[src/rtl/edge_pkg.sv]
// edge_pkg: edge-mode encodings and counter sizing shared by the debounce blocks.
package edge_pkg;
    localparam logic [1:0] EDGE_RISE = 2'b00;
    localparam logic [1:0] EDGE_FALL = 2'b01;
    localparam logic [1:0] EDGE_BOTH = 2'b10;
    localparam logic [1:0] EDGE_NONE = 2'b11;
    function automatic int cnt_width(input int n);
        return (n <= 2) ? 1 : $clog2(n);
    endfunction
endpackage

[src/rtl/debounce_edge_detect_if.sv]
// debounce_edge_detect_if: pin-side inputs and debounced outputs of the debouncer.
interface debounce_edge_detect_if #(parameter int WIDTH = 4);
    logic [WIDTH-1:0] in_raw;
    logic [1:0]       edge_mode;
    logic [WIDTH-1:0] flag_clr;
    logic [WIDTH-1:0] level;
    logic [WIDTH-1:0] pulse;
    logic [WIDTH-1:0] flags;
    modport master (output in_raw, edge_mode, flag_clr, input level, pulse, flags);
    modport slave  (input in_raw, edge_mode, flag_clr, output level, pulse, flags);
endinterface

[src/rtl/debounce_channel.sv]
// debounce_channel: synchronise, polarity-normalise and debounce one pin,
// producing its level, a mode-qualified edge pulse and a sticky flag.
module debounce_channel
    import edge_pkg::*;
#(
    parameter int SYNC_STAGES     = 2,
    parameter int DEBOUNCE_CYCLES = 16,
    parameter int ACTIVE_LOW      = 1
) (
    input  logic       clk,
    input  logic       rst,
    input  logic       i_raw,
    input  logic [1:0] i_mode,
    input  logic       i_clr,
    output logic       o_level,
    output logic       o_pulse,
    output logic       o_flag
);
    localparam int CW = cnt_width(DEBOUNCE_CYCLES);
    localparam logic [CW-1:0] MAX = CW'(DEBOUNCE_CYCLES - 1);
    logic [SYNC_STAGES-1:0] r_sync;
    logic [CW-1:0]          r_cnt;
    logic                   r_level, r_pulse, r_flag;
    logic                   w_norm, w_toggle, w_pulse;
    always_comb begin
        w_norm   = r_sync[SYNC_STAGES-1] ^ 1'(ACTIVE_LOW);
        w_toggle = (w_norm != r_level) && (r_cnt == MAX);
        w_pulse  = w_toggle && (i_mode != EDGE_NONE) &&
                   (i_mode == EDGE_BOTH || i_mode == (w_norm ? EDGE_RISE : EDGE_FALL));
    end
    // any cycle matching the current level restarts the count
    always_ff @(posedge clk or posedge rst) begin
        if (rst) begin
            r_sync  <= {SYNC_STAGES{1'(ACTIVE_LOW)}};
            r_cnt   <= '0;
            r_level <= 1'b0;
            r_pulse <= 1'b0;
            r_flag  <= 1'b0;
        end else begin
            r_sync  <= {r_sync[SYNC_STAGES-2:0], i_raw};
            r_cnt   <= (w_norm == r_level || w_toggle) ? '0 : r_cnt + 1'b1;
            r_level <= w_toggle ? w_norm : r_level;
            r_pulse <= w_pulse;
            r_flag  <= (r_flag & ~i_clr) | w_pulse;
        end
    end
    assign o_level = r_level;
    assign o_pulse = r_pulse;
    assign o_flag  = r_flag;
endmodule

[src/rtl/debounce_edge_detect.sv]
// debounce_edge_detect: WIDTH independent debounce channels sharing one edge mode.
module debounce_edge_detect
    import edge_pkg::*;
#(
    parameter int WIDTH           = 4,
    parameter int SYNC_STAGES     = 2,
    parameter int DEBOUNCE_CYCLES = 16,
    parameter int ACTIVE_LOW      = 1
) (
    input logic clk,
    input logic rst,
    debounce_edge_detect_if.slave bus
);
    logic [WIDTH-1:0] w_level, w_pulse, w_flags;
    if (SYNC_STAGES < 2 || DEBOUNCE_CYCLES < 1) begin : g_bad_params
        $error("debounce_edge_detect: SYNC_STAGES must be >= 2 and DEBOUNCE_CYCLES >= 1");
    end
    for (genvar i = 0; i < WIDTH; i++) begin : g_ch
        debounce_channel #(
            .SYNC_STAGES    (SYNC_STAGES),
            .DEBOUNCE_CYCLES(DEBOUNCE_CYCLES),
            .ACTIVE_LOW     (ACTIVE_LOW)
        ) u_ch (
            .clk    (clk),
            .rst    (rst),
            .i_raw  (bus.in_raw[i]),
            .i_mode (bus.edge_mode),
            .i_clr  (bus.flag_clr[i]),
            .o_level(w_level[i]),
            .o_pulse(w_pulse[i]),
            .o_flag (w_flags[i])
        );
    end
    assign bus.level = w_level;
    assign bus.pulse = w_pulse;
    assign bus.flags = w_flags;
endmodule
[src/flat_wrapper.sv]
// flat-port wrapper written by rule: the top's interface ports become plain ports
module debounce_edge_detect_flat import edge_pkg::*;
#(
    parameter int WIDTH           = 4,
    parameter int SYNC_STAGES     = 2,
    parameter int DEBOUNCE_CYCLES = 16,
    parameter int ACTIVE_LOW      = 1
)
  (clk, rst, bus_in_raw, bus_edge_mode, bus_flag_clr, bus_level, bus_pulse, bus_flags);
  debounce_edge_detect_if #(.WIDTH(WIDTH)) bus_i ();
  input logic clk;
  input logic rst;
  input wire logic [$bits(bus_i.in_raw)-1:0] bus_in_raw;
  input wire logic [$bits(bus_i.edge_mode)-1:0] bus_edge_mode;
  input wire logic [$bits(bus_i.flag_clr)-1:0] bus_flag_clr;
  output wire logic [$bits(bus_i.level)-1:0] bus_level;
  output wire logic [$bits(bus_i.pulse)-1:0] bus_pulse;
  output wire logic [$bits(bus_i.flags)-1:0] bus_flags;
  assign bus_i.in_raw = bus_in_raw;
  assign bus_i.edge_mode = bus_edge_mode;
  assign bus_i.flag_clr = bus_flag_clr;
  assign bus_level = bus_i.level;
  assign bus_pulse = bus_i.pulse;
  assign bus_flags = bus_i.flags;
  debounce_edge_detect #(.WIDTH(WIDTH), .SYNC_STAGES(SYNC_STAGES), .DEBOUNCE_CYCLES(DEBOUNCE_CYCLES), .ACTIVE_LOW(ACTIVE_LOW)) u_core (.clk(clk), .rst(rst), .bus(bus_i));
endmodule
[config.mk]
export PLATFORM = sky130hd
export DESIGN_NAME = debounce_edge_detect_flat
export DESIGN_NICKNAME = d
export VERILOG_FILES = /design/src/rtl/edge_pkg.sv /design/src/rtl/debounce_edge_detect_if.sv /design/src/rtl/debounce_channel.sv /design/src/rtl/debounce_edge_detect.sv /design/src/flat_wrapper.sv
export SDC_FILE = /design/constraint.sdc
export NUM_CORES = 1
export LEC_CHECK = 0
export ABC_AREA = 1
export BUFFER_PORTS_ARGS = -buffer_cell sky130_fd_sc_hd__buf_4
export CORE_MARGIN = 3
export CORE_UTILIZATION = 31
export CTS_BUF_LIST = sky130_fd_sc_hd__clkbuf_4 sky130_fd_sc_hd__clkbuf_8
export DETAILED_ROUTE_END_ITERATION = 12
export GPL_TIMING_DRIVEN = 0
export PLACE_DENSITY = 0.54
export SYNTH_ARGS = -nofsm -noshare
export SYNTH_HDL_FRONTEND = slang
export SYNTH_SLANG_ARGS = --single-unit
[constraint.sdc]
create_clock -name clk -period 1.4 [get_ports clk]
set_input_delay 0.14 -clock clk [delete_from_list [all_inputs] [get_ports clk]]
set_output_delay 0.14 -clock clk [all_outputs]
set_load 0.005 [all_outputs]
* Word-level counts from Yosys, hierarchy flattened
Cells that the tools add are included.
** Storage, ports and cells
- Output and inout bits :: 12
- Bits of input ports :: 12
- Register bits :: 36
- Word-level logic and storage cells :: 86
** Operators by class
- Add/subtract/negate cells :: 4
- Bitwise logic cells :: 16
- Eq/ne operators :: 18
- Reductions and logical operators :: 20
- Multiplexer cells :: 8
** Operators with widths (count)
- adder 4 x 1 -> 4 bit (second input constant) :: 4
- == test 4 bit (second input constant) :: 4
- two-way mux 4 bit :: 4
- logical AND 1 bit :: 12
- == test 2 x 1 -> 1 bit :: 4
- logical OR 1 bit :: 8
- inverter 1 bit :: 8
- bitwise AND 1 bit :: 4
- == test 1 bit :: 4
- two-way mux 1 bit :: 4
- != test 1 bit :: 4
- bitwise OR 1 bit :: 4
- == test 2 bit (second input constant) :: 1
- != test 2 bit (second input constant) :: 1

* Depth between registers and ports, before layout
Gate-level depths: netlist of run 1.
- Depth in word-level cells :: 6
- Depth in mapped cells :: 6
- Gate-level depth less buffers :: 6

* Modules after synthesis
From an unflattened synthesis of run 1, not the netlist that was laid out.
** Unflattened totals
- Cell total of the unflattened synthesis :: 172
- Area total of the unflattened synthesis :: 1581.5 sq um
** By module, submodules not included
- debounce_channel :: cells an instance 43, area an instance 395.4 sq um, times used 4, seq. area each 227.7 sq um

* Worst setup path before layout of run 1
Ideal clock, no wire load.
- Kind :: flip-flop to flip-flop
- From :: reg u_core.g_ch[1].u_ch.r_cnt[0]
- To :: reg u_core.g_ch[1].u_ch.r_cnt[3]
- Path buffers :: 0
- Data arrival time :: 923 ps
- Library setup time :: 72 ps
- Required time :: 1328 ps
- Stages on the path, launching flop included :: 5
- Clock period less this slack :: 995 ps
- Slack :: 405 ps
- Path through :: dfrtp_1 ha_1 nand3_4 nand3_1 nor2_1
** Between the ends
- Cells in the longest elaborated chain, start to end :: 4
- Elaborated cells on any way between the ends :: 5
- Those cells by class :: add/sub (1); eq/ne (1); mux (1); reduce/logical (2)
** RTL lines
- from (decl) :: RTL line debounce_channel.sv:22 : logic [CW-1:0] r_cnt;
- from (signal assigned) :: RTL line debounce_channel.sv:41 : r_cnt <= (w_norm == r_level || w_toggle) ? '0 : r_cnt + 1'b1;
- branches (longest 3 deep; another with adder 4 x 1 -> 4 bit)
- two-way mux 4 bit * :: RTL line debounce_channel.sv:41
Mark *: on every way between the ends.
A chain may end at the register's enable or synchronous reset.

==> results of run 1 <==
## registers in the layout, summed over array words and instances (netlist names)
name,count
u_core.g_ch.u_ch.o_level,4
u_core.g_ch.u_ch.r_cnt,16
u_core.g_ch.u_ch.r_sync,8
u_core.g_ch.u_ch.o_flag,4
u_core.g_ch.u_ch.o_pulse,4
## synthesized netlist by cell type (all sizes together)
cell type  instances
dfrtp             28
inv               27
nor2              20
xnor2              4
dfstp              8
nand4              4
o21ai              4
nand2             48
buf               12
ha                 4
nand3             16
## area by class of cell
| type | count | area (um2) | area share |
|---|---|---|---|
| plain buffers | 12 | 90.09 | 0.04401 |
| well taps | 67 | 83.83 | 0.04095 |
| clock buffers | 8 | 97.59 | 0.04768 |
| flip-flops and latches | 36 | 910.9 | 0.4450 |
| multi-input cells | 100 | 513.0 | 0.2506 |
| inverters | 27 | 101.3 | 0.04951 |
| repair buffers | 29 | 250.2 | 0.1222 |
## critical path: stages
cell	delay [ps]
sky130_fd_sc_hd__dlygate4sd3_1	540
sky130_fd_sc_hd__buf_4	130
sky130_fd_sc_hd__inv_1	470
sky130_fd_sc_hd__buf_16	240
## path summary, 6_finish.rpt
check,from,end,slack [ps],cells past startpoint
max,rst,u_core.g_ch[1].u_ch.r_sync[0],280,4
min,bus_flag_clr[1],u_core.g_ch[1].u_ch.o_flag,80,4
max reg2reg,u_core.g_ch[0].u_ch.r_cnt[0],u_core.g_ch[0].u_ch.r_cnt[3],310,4
min reg2reg,u_core.g_ch[2].u_ch.r_sync[0],u_core.g_ch[2].u_ch.r_sync[1],360,0
max in group clk,u_core.g_ch[1].u_ch.o_level,bus_level[1],290,2
min in group asynchronous,rst,u_core.g_ch[0].u_ch.o_flag,510,3
## metal layers
layer / vias up / wire length, um / GRT usage
li1: 592 / - / -
met1: 508 / 1195 / 0.1092
met2: 22 / 1145 / 0.1515
met3: 6 / 141 / 0.04472
met4: 0 / 56 / 0.04720
met5: - / 0 / 0
## per-stage QoR
| step | total power (W) | hold slack [ps] | utilization |
|---|---|---|---|
| after floorplan | 0.001235 | 144.5 | - |
| after global placement | 0.001283 | 250.0 | 0.3836 |
| after detailed placement | 0.001296 | 249.5 | 0.3892 |
| after CTS | 0.002117 | 66.88 | 0.4195 |
| after global routing | 0.002185 | 91.41 | 0.4195 |
| final | 0.002066 | 77.43 | 0.4195 |
## report_power, final
part           total, W  internal [W]  leakage [nW]  switching [W]
registers       0.00113       0.00109         0.465      0.0000384
clock network  0.000782      0.000440        0.0523       0.000342
logic          0.000155     0.0000760         0.581      0.0000792
total           0.00207       0.00161          1.10       0.000460
## kinds of logic (layout without fill, tap and decap cells)
family,after synthesis,after routing,synth area share
DFF,36,36,0.5639
and+or+nand+nor,88,88,0.2525
xor gates and xnor gates,4,4,0.02169
AOI/OAI and AO/OA,4,4,0.01239
adders and majority gates,4,4,0.03098
buffers and inverters,39,76,0.1185
## what timing repair did
item,CTS,global route
endpoints found under the setup margin,0,0
hold endpoints to repair,16,0
hold buffers,5,0
==> impl.org, run 1 <==
** Setup path
- Classification of the worst setup path :: in -> async
- STA puts the critical path data required time at 1810 ps.
- The worst setup path is launched from an input pin.
- CP arrival :: 1530 ps
- Maximum fanout count along the critical path :: 22
- The worst setup path is captured at an asynchronous set/reset pin.

** Synth
- Synth Register Bits :: 36
- Post-Syn Nets :: 191
- The Yosys step of the flow raised 0 warnings.
- Synthesized instance count :: 175
- For this run, the register share of the synthesized area comes to 0.5639.
- Largest area contributor in the synthesized netlist :: sky130_fd_sc_hd__dfrtp_1
- Counting distinct cell types in the post-synthesis netlist gives 16.
- Mean area per synthesized cell :: 9.230 um2
- In this run the cell area of the synthesized design comes to 1615 um2.
- In the post-synthesis netlist, the biggest area contributors are sky130_fd_sc_hd__dfrtp_1, sky130_fd_sc_hd__dfstp_2, sky130_fd_sc_hd__nand2_1.
- Area share of the largest cell type after synthesis :: 0.4338

** Routing
- Post-route DRC violation count :: 0
- The final route contains 1128 vias.
- The first routing iteration left 30 violations.
- Before antenna repair, the detailed router went through 4 iterations.
- Via density per instance :: 4.043
- ANT nets after route :: 0
- After detailed routing, the average wire length per cell comes to 9.100 um.
- For this block, the routed nets add up to 2.539 mm of wire.

** Timing
- Dividing the final minimum period by the clock period gives 0.8016.
- Adding up every negative setup slack in the final design gives 0 ps.
- Transition time at the pin with the least slew margin :: 640.2 ps
- Timing would allow up to 891.0 MHz.
- Counting I/O delays and the setup requirement, the final critical path takes 1122 ps.
- Total count of max-transition violations in the final report :: 0
- Worst-case headroom to the max-slew limit :: 0.5727
- RSZ-0062 raised after global routing :: no
- Setup slack closes at 277.7 ps.
- The total count of hold-check failures in the final report is 0.
- The clock arrives with 4.197 ps of skew.
- Setup violators final :: 0

** Clock network
- The clock tree synthesis step divided the H-tree into 2 levels.
- Clock slew at reported path FFs :: 70 ps
- Counting every sink on the clock net gives 36.
- The clock reaches the later pin of the worst-skew pair after 280 ps.
- TritonCTS built the clock tree.
- Maximum clock path buffer count :: 2
- Cts bufs inserted :: 5
- In this run the post-CTS setup repair buffer count came out at 0.
- Number of gates given a new drive strength after cts :: 0
- Clock tree synthesis selected as its root buffer the cell sky130_fd_sc_hd__clkbuf_8.

** Die
- Number of rows in the core area :: 25
- The floorplan step set the die width to 78.19 um.
- During I/O placement, the number of pins put on the boundary was 24.
- The region available for standard cell placement spans 4880 um2.
- The initial utilization of the core area, before any placement, comes to 0.3310.
- The die covers 6113 um2.
- Die Y :: 78.19 um

** Global routing
- Wire length of the first global-routing pass :: 4.519 mm
- In the global route stage, overall resource usage came out at 0.09597.
- The number of global-route vias before repair was 1071.
- Grt total ovfl :: 0
- Initial antenna violation count :: 0
- Largest net degree at the start of global routing :: 23

** Cells and area
- Most used cells in the layout excluding fill and tap cells :: sky130_fd_sc_hd__nand2_1, sky130_fd_sc_hd__buf_4, sky130_fd_sc_hd__dfrtp_1
- Number of fillers in the final layout :: 522
- Layout cell share with drive strength beyond 1 :: 0.3019
- Final Instance Count excl. Fillers :: 279
- The finished cells cover 2047 um2.
- At the end of the flow, the number of nets in the layout was 227.
- Compared with the post-synthesis result, the final layout area differs by 26.72%.
- N_diodes :: 0
- Most frequent standard cell in the layout excluding fill and tap cells :: sky130_fd_sc_hd__nand2_1

** Placement
- The congestion estimate from routability-driven global placement came to 0.7360.
- Detailed placement HPWL :: 1.885 mm
- Pre-CTS setup slack :: 296.3 ps
- During placement, the flow inserted port buffers numbering 23.
- Cell count after placement :: 266
- Post-placement cell area :: 1899 um2

** Run
- The tool flagged a number of max-cap violations equal to 0.

** Hold path
- Path type of the worst min-delay path :: in -> reg

** Outcome
- Outcome :: finished, final reports clean

** Power and ir drop
- Worst voltage drop across the vdd grid :: 491.7 uV
- Static power due to leakage :: 1.099 nW
- Pwr Density :: 1009 nW/um2
Note: power is estimated with default switching activity, not from simulation.
==> inputs of run 2 (changes only) <==
==> constraint.sdc (replaced) <==
create_clock -name clk -period 1.2 [get_ports clk]
set_input_delay 0.12 -clock clk [delete_from_list [all_inputs] [get_ports clk]]
set_output_delay 0.12 -clock clk [all_outputs]
set_load 0.005 [all_outputs]
==> run 2 against run 1 <==
Compared with the run above:
- global-route usage stayed put
- cell count did not move
- critical path depth unchanged
- power rose by 17%
- final area rose by 0.18%
- critical path type is now reg -> reg
- sequential share of layout area is 0.082 points lower
- highest routed layer unchanged
- critical endpoint is now u_core.g_ch[0].u_ch.r_cnt[3]
- sequential cell count stayed put
- die area unchanged
==> impl.org, run 2 (synthesis gave the netlist of run 1 again) <==
** Outcome
- The flow ran to the end, and the final reports show no timing, DRC or antenna violations.

** Timing
- Setup repair after global routing left no endpoint under its margin.
- Final hold violation count :: 0
- Of the available clock period, the critical path in the final layout requires 0.9077.
- At the pin with the least slew margin, the transition time is 364.0 ps.
- Min Clock Period, post-route :: 1089 ps
- Total count of max-transition violations in the final report :: 0
- Setup violators final :: 0
- Largest clock skew in the final design :: 4.197 ps
- Highest Clock Rate :: 918.0 MHz
- Setup TNS :: 0 ps
- Worst-case headroom to the max-slew limit :: 0.7568

** Setup path
- Data on the critical path is required at its endpoint by 1420 ps.
- Maximum fanout count along the critical path :: 4
- STA classifies the critical path startpoint as a register.
- The critical path is of the reg -> reg type.
- Data arrives at the worst endpoint at 1310 ps.
- STA classifies the critical path endpoint as a register.
- The number of cells on the worst reg-to-reg path is 4.

** Placement
- In this run the tool buffered the top-level ports with 23 buffer cells.
- Detailed placement HPWL :: 1.885 mm
- The congestion estimate from routability-driven global placement came to 0.7360.

** Global routing
- The initial antenna violation count is 0.
- GRT Resource Usage Total :: 0.09597
- Entering global routing, the biggest net connects 23 pins.
- Via count of the first global-routing pass :: 1071
- Wire length of the first global-routing pass :: 4.519 mm
- Grt total ovfl :: 0

** Run
- Max cap viols :: 0

** Routing
- Final wirelength :: 2.539 mm
- ANT nets after route :: 0
- Detailed router's first-iteration violation count :: 28
- After detailed routing, the average wire length per cell comes to 9.100 um.
- For this run, the detailed router's first-pass iteration total came to 4.
- Post-route DRC violation count :: 0
- Routed via count :: 1129
- Via density per instance :: 4.047

** Power and ir drop
- Static power due to leakage :: 1.094 nW
- Across the VDD grid, the largest voltage drop is 573.6 uV.
- For this design the ratio of total power to cell area is 1176 nW/um2.

** Die
- The initial utilization of the core area, before any placement, comes to 0.3310.
- Area inside the core boundary :: 4880 um2
- The die covers 6113 um2.
- The die is 78.19 um wide.
- 24 I/O pins were placed.
- Die Y :: 78.19 um
- Number of rows in the core area :: 25

** Cells and area
- Layout cell share with drive strength beyond 1 :: 0.3066
- The top cell types in the final layout, fill and taps aside, are sky130_fd_sc_hd__nand2_1, sky130_fd_sc_hd__buf_4, sky130_fd_sc_hd__dfrtp_1.
- u_core.g_ch.u_ch.r_cnt holds more flip-flops than any other register.
- Flip-flop count of the largest register after layout :: 16
- From synthesis to final layout, the design area changed by 26.96%.
- Most frequent standard cell in the layout excluding fill and tap cells :: sky130_fd_sc_hd__nand2_1
- Final core utilization :: 0.4203
- Number of nets in the layout :: 227
- N_diodes :: 0
- In the final layout, the registers with the most flip-flops are u_core.g_ch.u_ch.r_cnt (16), u_core.g_ch.u_ch.r_sync (8).

** Clock network
- Post-CTS Setup Inserts :: 0
- CTS saw 36 sinks.
- Insertion delay to the later sink of the worst-skew pair :: 280 ps
- Cts bufs inserted :: 5
- TritonCTS built the clock tree.
- Cell chosen for the clock root :: sky130_fd_sc_hd__clkbuf_8
- H-Tree Level Count :: 2
- Maximum clock path buffer count :: 2
- Clock-pin slew was measured on the worst setup and hold paths at 70 ps.

** Hold path
- WHS Path Cells :: 4
- The tightest min-delay check is of the in -> reg type.
[run 2: changes by cell type in the layout (fill, tap and decap cells not counted)]
cell | previous run | this run
sky130_fd_sc_hd__clkinvlp_4 | 0 | 1
sky130_fd_sc_hd__inv_1 | 24 | 23
[run 2: repair_timing]
item	in CTS	in global routing
setup endpoints to repair	0	6
hold buffers	5	0
endpoints found under the hold margin	16	0
gates resized for setup	0	1
[run 2: final cells by class]
type | count | area [um2]
fillers | 520 | 2829
flip-flops and latches | 36 | 910.9
multi-input cells | 100 | 513.0
repair buffers | 29 | 250.2
inverters | 27 | 105.1
clock buffers | 8 | 97.59
plain buffers | 12 | 90.09
well taps | 67 | 83.83
[run 2: path summary, 6_finish.rpt]
kind,startpoint,endpoint,slack [ps]
setup / recovery,u_core.g_ch[0].u_ch.r_cnt[0],u_core.g_ch[0].u_ch.r_cnt[3],110
hold / removal,bus_flag_clr[1],u_core.g_ch[1].u_ch.o_flag,60
setup reg to reg,u_core.g_ch[0].u_ch.r_cnt[0],u_core.g_ch[0].u_ch.r_cnt[3],110
min in group asynchronous,rst,u_core.g_ch[0].u_ch.o_flag,390
hold reg to reg,u_core.g_ch[2].u_ch.r_sync[0],u_core.g_ch[2].u_ch.r_sync[1],360
max in group asynchronous,rst,u_core.g_ch[1].u_ch.r_sync[0],320
[run 2: through the flow]
stage / total power (W) / instance area, um2 / hold slack [ps] / setup WS, ps / std cells
4_1_cts: 0.002470 / 2047 / 46.88 / 56.58 / 279
5_1_grt: 0.002551 / 2051 / 71.41 / 7.432 / 279
3_3_place_gp: 0.001497 / 1872 / 230.0 / -244.1 / 265
3_5_place_dp: 0.001512 / 1899 / 229.5 / 96.27 / 266
6_report: 0.002411 / 2051 / 57.43 / 110.7 / 279
2_1_floorplan: 0.001440 / 1615 / 124.5 / 205.4 / 175
[run 2: power by group]
group	switching (W)	internal (W)	total, W
registers	0.0000448	0.00127	0.00132
clock network	0.000399	0.000513	0.000912
logic	0.0000933	0.0000893	0.000183
total	0.000537	0.00187	0.00241
[run 2: metal layers]
layer | GRT usage | part of all wire
met1 | 0.1092 | 0.47
met2 | 0.1515 | 0.45
met3 | 0.04472 | 0.056
met4 | 0.04720 | 0.022
met5 | 0 | 0
[run 2: worst max-delay path: stages (launching register included)]
cell and delay, ps:
sky130_fd_sc_hd__dfrtp_1 410, sky130_fd_sc_hd__ha_1 250, sky130_fd_sc_hd__nand3_2 110, sky130_fd_sc_hd__nand3_1 130, sky130_fd_sc_hd__nor2_1 120
